## src/rtl/alu_unit_pkg.sv

```systemverilog
// Shared types for the integer ALU execution unit: operand bundle, op selects and helpers.
package alu_unit_pkg;

   localparam int unsigned XLEN = 32;

   typedef enum logic [1:0] {
      ALU_ADD_SUB = 2'b00,
      ALU_SLT     = 2'b01,
      ALU_SHIFT   = 2'b10
   } alu_op_t;

   typedef enum logic [1:0] {
      ALU_LOGIC_XOR = 2'b00,
      ALU_LOGIC_OR  = 2'b01,
      ALU_LOGIC_AND = 2'b10,
      ALU_LOGIC_ADD = 2'b11
   } alu_logic_op_t;

   typedef enum logic [2:0] {
      FN3_ADD_SUB = 3'b000,
      FN3_SLL     = 3'b001,
      FN3_SLT     = 3'b010,
      FN3_SLTU    = 3'b011,
      FN3_XOR     = 3'b100,
      FN3_SRL_SRA = 3'b101,
      FN3_OR      = 3'b110,
      FN3_AND     = 3'b111
   } fn3_t;

   // op/logic_op kept as raw 2-bit fields so decode may present the unused 2'b11 op encoding
   typedef struct packed {
      logic [XLEN:0]   in1;
      logic [XLEN:0]   in2;
      logic            subtract;
      logic            arith;
      logic            lshift;
      logic [XLEN-1:0] shifter_in;
      logic [1:0]      logic_op;
      logic [1:0]      op;
   } alu_inputs_t;

   function automatic logic [XLEN-1:0] bitreverse(input logic [XLEN-1:0] v);
      logic [XLEN-1:0] r;
      for (int unsigned i = 0; i < XLEN; i++) begin
         r[i] = v[XLEN-1-i];
      end
      return r;
   endfunction

endpackage

```

## src/rtl/alu_unit_barrel_shifter.sv

```systemverilog
// 33-bit arithmetic right barrel shifter, five log2 stages.
module alu_unit_barrel_shifter (
   input  logic [32:0] data_i,
   input  logic [4:0]  shamt_i,
   output logic [32:0] data_o
);

   logic [32:0] stage [6];

   always_comb begin
      stage[0] = data_i;
      for (int unsigned i = 0; i < 5; i++) begin
         stage[i+1] = shamt_i[i] ? 33'($signed(stage[i]) >>> (1 << i)) : stage[i];
      end
   end

   assign data_o = stage[5];

endmodule

```

## src/rtl/alu_unit.sv

```systemverilog
// Single-cycle RV32I integer ALU with a one-entry result register toward writeback.
module alu_unit
   import alu_unit_pkg::*;
(
   input  logic              clk,
   input  logic              rst,
   input  logic              new_request_dec_i,
   output logic              ready_o,
   output logic              done_next_cycle_o,
   output logic [XLEN-1:0]   rd_o,
   input  logic              accepted_i,
   input  alu_inputs_t       alu_inputs_i
);

   logic [XLEN:0]   sum;
   logic [XLEN:0]   shift_in_ext;
   logic [XLEN:0]   shifted;
   logic [XLEN-1:0] logic_result;
   logic [XLEN-1:0] shift_result;
   logic [XLEN-1:0] result;
   logic            issue;

   logic            valid_q, valid_d;
   logic [XLEN-1:0] rd_q, rd_d;

   // 33rd operand bit comes from decode: sign-pad for slt, zero-pad for sltu
   assign sum = alu_inputs_i.in1
              + (alu_inputs_i.in2 ^ {(XLEN+1){alu_inputs_i.subtract}})
              + {{XLEN{1'b0}}, alu_inputs_i.subtract};

   always_comb begin
      logic_result = sum[XLEN-1:0];
      case (alu_inputs_i.logic_op)
         ALU_LOGIC_XOR: logic_result = alu_inputs_i.in1[XLEN-1:0] ^ alu_inputs_i.in2[XLEN-1:0];
         ALU_LOGIC_OR:  logic_result = alu_inputs_i.in1[XLEN-1:0] | alu_inputs_i.in2[XLEN-1:0];
         ALU_LOGIC_AND: logic_result = alu_inputs_i.in1[XLEN-1:0] & alu_inputs_i.in2[XLEN-1:0];
         default:       logic_result = sum[XLEN-1:0];
      endcase
   end

   // Left shifts reuse the right shifter on a bit-reversed operand
   assign shift_in_ext = {alu_inputs_i.arith & alu_inputs_i.shifter_in[XLEN-1], alu_inputs_i.shifter_in};

   alu_unit_barrel_shifter u_shifter (
      .data_i  (shift_in_ext),
      .shamt_i (alu_inputs_i.in2[4:0]),
      .data_o  (shifted)
   );

   assign shift_result = alu_inputs_i.lshift ? bitreverse(shifted[XLEN-1:0]) : shifted[XLEN-1:0];

   always_comb begin
      result = logic_result;
      case (alu_inputs_i.op)
         ALU_SLT:   result = {{(XLEN-1){1'b0}}, sum[XLEN]};
         ALU_SHIFT: result = shift_result;
         default:   result = logic_result;
      endcase
   end

   assign ready_o = ~valid_q | accepted_i;
   assign issue   = new_request_dec_i & ready_o;

   always_comb begin
      valid_d = valid_q;
      rd_d    = rd_q;
      if (issue) begin
         valid_d = 1'b1;
         rd_d    = result;
      end else if (accepted_i) begin
         valid_d = 1'b0;
      end
   end

   always_ff @(posedge clk or negedge rst) begin
      if (!rst) begin
         valid_q <= 1'b0;
         rd_q    <= '0;
      end else begin
         valid_q <= valid_d;
         rd_q    <= rd_d;
      end
   end

   assign done_next_cycle_o = valid_q;
   assign rd_o              = rd_q;

endmodule

```

## config.mk

```make
export PLATFORM = sky130hd
export DESIGN_NAME = alu_unit
export DESIGN_NICKNAME = d
export VERILOG_FILES = /design/src/rtl/alu_unit_pkg.sv /design/src/rtl/alu_unit_barrel_shifter.sv /design/src/rtl/alu_unit.sv
export SDC_FILE = /design/constraint.sdc
export NUM_CORES = 1
export LEC_CHECK = 0
export ABC_AREA = 1
export CELL_PAD_IN_SITES_DETAIL_PLACEMENT = 1
export CELL_PAD_IN_SITES_GLOBAL_PLACEMENT = 1
export CORE_MARGIN = 2
export CORE_UTILIZATION = 41
export CTS_BUF_LIST = sky130_fd_sc_hd__clkbuf_4
export CTS_CLUSTER_DIAMETER = 80
export DETAILED_ROUTE_END_ITERATION = 8
export GPL_TIMING_DRIVEN = 1
export PLACE_DENSITY_LB_ADDON = 0.1
export SYNTH_ARGS = -nofsm -noshare
export SYNTH_HDL_FRONTEND = slang
export SYNTH_SLANG_ARGS = --single-unit
```

## constraint.sdc

```tcl
create_clock -name clk -period 2.25 [get_ports clk]
set_input_delay 0.5625 -clock clk [delete_from_list [all_inputs] [get_ports clk]]
set_output_delay 0.5625 -clock clk [all_outputs]
set_load 0.02 [all_outputs]
```

==> run_results.csv, run 1 <==
group,metric,value,unit
yosys,yosys-top-cells-area,"nand2_1 (19%), nand3_1 (15%), ha_1 (15%)",
clocking,cts_sinks,33,
yosys,yosysTopAreaCell,"nand2_1",
die,io-pin-count,143,
yosys,synth_top_area_share,19.2,%
yosys,syn_area,8310,um^2
global_routing,gr-total-overflow,188,
die,fp.dieH,146,um
yosys,synth_fp_nets,1655,
outcome,stop_stage,"5_1_grt",
place,dpl.hpwl,32700,um
clocking,clk_path_buf_depth,2,
outcome,outcome,"aborted with a tool error",
clocking,cts-root-buf,"clkbuf_4",
yosys,yosysUniqueCellTypes,46,
timing,grt_worst_setup_endpoint,"rd_o[19]$_DFFE_PN0P_/D",
global_routing,grt_max_degree,42,
place,gp_congestion,0.940,
yosys,syn_area_per_cell,5.74,um^2
outcome,firstError,"[ERROR GRT-0232] Routing congestion too high. Check the congestion heatmap in the GUI.",
clocking,numCtsBuffers,5,
die,initial_core_util,41.5,%
clocking,htreeDepth,2,
yosys,yosys_warnings,0,
yosys,ys_seq_area_share,9.94,%
place,port_buffers,142,
yosys,synth.ff_latch_count,33,
global_routing,track_usage,79.5,%
die,die_width,146,um
timing,worst_path_end_type,"sequential cell input",
die,row_count,52,
yosys,synth_cells,1448,
==> Yosys cell counts (all sizes together) <==
cell	number
or2	3
nor4	2
nor2	117
a41oi	1
nand4	10
nand2	445
nor3	9
dfrtp	33
xor2	39
fa	1
a221oi	21
nand3	256
a21oi	89
a31oi	5
o21ai	38
inv	181
buf	44
nand3b	1
o31ai	1
o211ai	16
ha	97
o2111ai	6
xnor2	1
a21o	2
clkbuf	22
and2	1
o21bai	6
o21a	1
==> stage by stage <==
stage,TNS (ns),worst slack (ns),instance area [um^2],util (%),std cells
CTS,-3.61,-0.205,12600,62.9,2022
detailed placement,-25.10,-1.03,11300,56.2,1981
global placement,-23.23,-0.929,11300,56.2,1981
floorplan,-3.08,-0.216,8420,-,1448
==> routing by layer <==
layer | track usage (%) | overflow
met1 | 78.4 | 0
met2 | 98.8 | 109
met3 | 60.8 | 8
met4 | 85.0 | 71
met5 | 17.0 | 0
==> what timing repair did <==
action	4_1_cts
cloned	3
resized for setup	289
pin swaps	121
setup endpoints to repair	33
hold buffers	0
buffers inserted	31
endpoints found under the hold margin	0
==> cell families after synthesis <==
group | Yosys count | synth area share, %
and+or+nand+nor | 844 | 44.3
buffers and inverters | 247 | 12.8
xor gates and xnor gates | 40 | 4.22
DFF | 33 | 9.94
AOI/OAI and AO/OA | 186 | 13.9
adders and majority gates | 98 | 14.9
==> inputs of run 2 (changes only) <==
==> config.mk (replaced) <==
export PLATFORM = sky130hd
export DESIGN_NAME = alu_unit
export DESIGN_NICKNAME = d
export VERILOG_FILES = /design/src/rtl/alu_unit_pkg.sv /design/src/rtl/alu_unit_barrel_shifter.sv /design/src/rtl/alu_unit.sv
export SDC_FILE = /design/constraint.sdc
export NUM_CORES = 1
export LEC_CHECK = 0
export ABC_AREA = 1
export CORE_MARGIN = 2
export CORE_UTILIZATION = 34
export DETAILED_ROUTE_END_ITERATION = 8
export GPL_TIMING_DRIVEN = 1
export PLACE_DENSITY_LB_ADDON = 0.15
export SYNTH_ARGS = -nofsm -noshare
export SYNTH_HDL_FRONTEND = slang
export SYNTH_SLANG_ARGS = --single-unit
==> run 2 against run 1 <==
Compared with the run above: the flow now finishes, with violations (setup timing); synthesized cell count did not move; area after synthesis unchanged.
==> run_results.csv, run 2 <==
group,metric,value,unit
outcome,outcome,"complete, but fails checks",
outcome,violations,"setup timing",
cells_and_area,final_common_cell,"nand2_1",
global_routing,grt_pass1_vias,10300,
yosys,yosysTopAreaCell,"nand2_1",
yosys,async_flop_share,100,%
pwr,ir_worst_vdd,0.253,mV
die,fp.dieH,160,um
clocking,numCtsBuffers,5,
critical_path,start_kind,"input pin",
die,dieArea,25700,um^2
cells_and_area,nets,1970,
route,remaining_drc_errors,0,
timing,post-route-period-util,112,%
yosys,synth_edf_count,0,
cells_and_area,postLayoutCoreUtil,54.6,%
die,io-pin-count,143,
route,wirelength,35000,um
yosys,synthFlopType,"dfrtp_1",
critical_path,r2r_end,"rd_o[23]",
die,initial_core_util,34.4,%
critical_path,endpoint_kind,"flop",
die,core,24200,um^2
clocking,clkLatencyLatePin,0.29,ns
route,routed.top_layer,"met4",
clocking,cts-root-buf,"clkbuf_16",
worst_hold_path,min_path_cells,2,
global_routing,grt_max_degree,46,
timing,fin_ws,-0.262,ns
route,met2_length,16500,um
timing,period_minus_slack,2.51,ns
route,drt_iter0_markers,913,
timing,setup_viol,27,
yosys,yosysUniqueCellTypes,46,
yosys,synth_fp_nets,1655,
cells_and_area,drive_gt1_share,31.1,%
place,dpl.hpwl,28400,um
cells_and_area,finalInstanceArea,13200,um^2
place,placed_cell_area,11500,um^2
timing,slew_headroom,59.8,%
critical_path,crit_type,"in -> reg",
clocking,cts_tree,"yes",
place,port_buffers,142,
flow_run,cap_violations,0,
global_routing,antenna_found_initial,0,
global_routing,gr-total-overflow,0,
route,viasPerCell,5.11,
pwr,seqPwrFrac,14.4,%
worst_hold_path,hold_path_class,"reg -> reg",
clocking,htreeDepth,2,
yosys,syn_area_per_cell,5.74,um^2
clocking,clk_path_buf_depth,2,
yosys,synth.ff_latch_count,33,
yosys,yosys-top-cells-area,"nand2_1 (19%), nand3_1 (15%), ha_1 (15%)",
pwr,share_comb_of_total_power,72.8,%
timing,hold_viol_final,0,
timing,drv_slew,0,
global_routing,grt_pass1_wl,55800,um
critical_path,reg2reg_depth,8,
route,first_pass_iters,5,
timing,rsz0062_at_grt,"yes",
yosys,synth_cells,1448,
cells_and_area,area_delta_synth_final,59.0,%
cells_and_area,largest_reg_flops,32,
critical_path,endpoint,"rd_o[28]",
yosys,synthTopCellsByCount,"nand2_1 (425), nand3_1 (245), inv_1 (175)",
critical_path,ff2ff_setup_slack,0.80,ns
pwr,internal-power,2.86,mW
yosys,yosys_warnings,0,
route,ant_nets,0,
pwr,p_leak,6.63,nW
timing,clock_skew,0.00782,ns
route,num_vias,10700,
cells_and_area,layout_common_cells,"nand2_1 (342), nand3_1 (230), buf_4 (207)",
yosys,syn_area,8310,um^2
die,die_width,160,um
place,gp_congestion,0.983,
die,row_count,57,
pwr,pwr-share-clk,12.8,%
clocking,cts_sinks,33,
cells_and_area,n_antenna_cell,0,
critical_path,startpoint,"alu_inputs_i[38]",
pwr,power.switching,2.59,mW
critical_path,r2r-start,"done_next_cycle_o",
yosys,ys_seq_area_share,9.94,%
route,drt-met1-wl,16400,um
pwr,switching_share,47.5,%
critical_path,cp.required,2.46,ns
yosys,synth_top_area_share,19.2,%
route,wl_met3,1420,um
yosys,synth.most_common_cell,"nand2_1",
route,routedWlPerCell,16.8,um
clocking,clk_pin_slew,0.06,ns
global_routing,track_usage,27.1,%
timing,max_freq,0.398,GHz
pwr,p_per_area,413,nW/um^2
critical_path,critPathMaxFanout,7,
critical_path,worstPathArrival,2.72,ns
timing,worst_pin_slew,0.603,ns
## run 2: how the worst min path moves through the flow
stage / endpoint / slack [ns] / startpoint
final: rd_o[19] / 0.48 / rd_o[19]
after global routing: rd_o[18] / 0.52 / rd_o[18]
after CTS: rd_o[19] / 0.49 / rd_o[19]
after detailed placement: rd_o[19] / 0.47 / rd_o[19]
after global placement: rd_o[16] / 0.46 / rd_o[16]
after floorplan: done_next_cycle_o / 0.27 / rst
## run 2: logic make-up after synthesis
group                      share of synthesized area (%)
DFF                                                 9.94
adders and majority gates                           14.9
and+or+nand+nor                                     44.3
buffers and inverters                               12.8
AOI/OAI and AO/OA                                   13.9
xor gates and xnor gates                            4.22
## run 2: repair_timing
action / in CTS / in global routing
buffers inserted: 23 / 9
gates resized for setup: 260 / 102
pin swaps: 117 / 51
cloned: 1 / 0
setup endpoints to repair: 33 / 32
hold buffers: 0 / 0
## run 2: critical path, cell delays in order
cell	delay, ns
buf_8	0.11
buf_12	0.14
buf_12	0.15
xor2_1	0.16
ha_1	0.38
nand2_2	0.12
buf_6	0.15
nor4_2	0.27
nand2_1	0.16
nand2_1	0.08
nand2_1	0.05
nand2_1	0.05
nand2_1	0.06
nand2_2	0.09
nand2_1	0.06
a21oi_1	0.12
## run 2: layer usage
layer	global-route usage, %	up-vias
met5	0	-
met4	5.98	0
met3	2.14	37
met2	45.6	273
met1	38.0	5001
li1	-	5362
## run 2: final cells by class
| cell class | count | area (um^2) |
|---|---|---|
| clock inverter | 3 | 17.5 |
| timing repair buffer | 374 | 3390 |
| clock buffer | 5 | 125 |
| inverter | 181 | 689 |
| tap | 324 | 405 |
| sequential | 33 | 826 |
| fill | 2412 | 11000 |
| multi-input combinational | 1168 | 7750 |
## run 2: through the flow
step	std cells	setup WS [ns]	TNS (ns)	hold WS, ns	power [mW]
after floorplan	1448	-0.216	-3.08	0.267	2.57
after global placement	2048	-0.974	-21.99	0.464	4.06
after detailed placement	2048	-0.925	-22.02	0.473	4.07
after CTS	2079	-0.212	-4.42	0.487	5.21
after global routing	2088	-0.383	-7.87	0.524	5.86
final	2088	-0.262	-4.80	0.479	5.45
## run 2: power groups by stage
stage | sequential [mW] | clock [mW] | combinational (mW)
5_1_grt | 0.801 | 0.732 | 4.32
3_5_place_dp | 0.796 | 0 | 3.28
2_1_floorplan | 0.908 | 0 | 1.67
6_report | 0.785 | 0.696 | 3.97
4_1_cts | 0.787 | 0.700 | 3.73
3_3_place_gp | 0.795 | 0 | 3.26
Power figures use the tool's default switching activity.
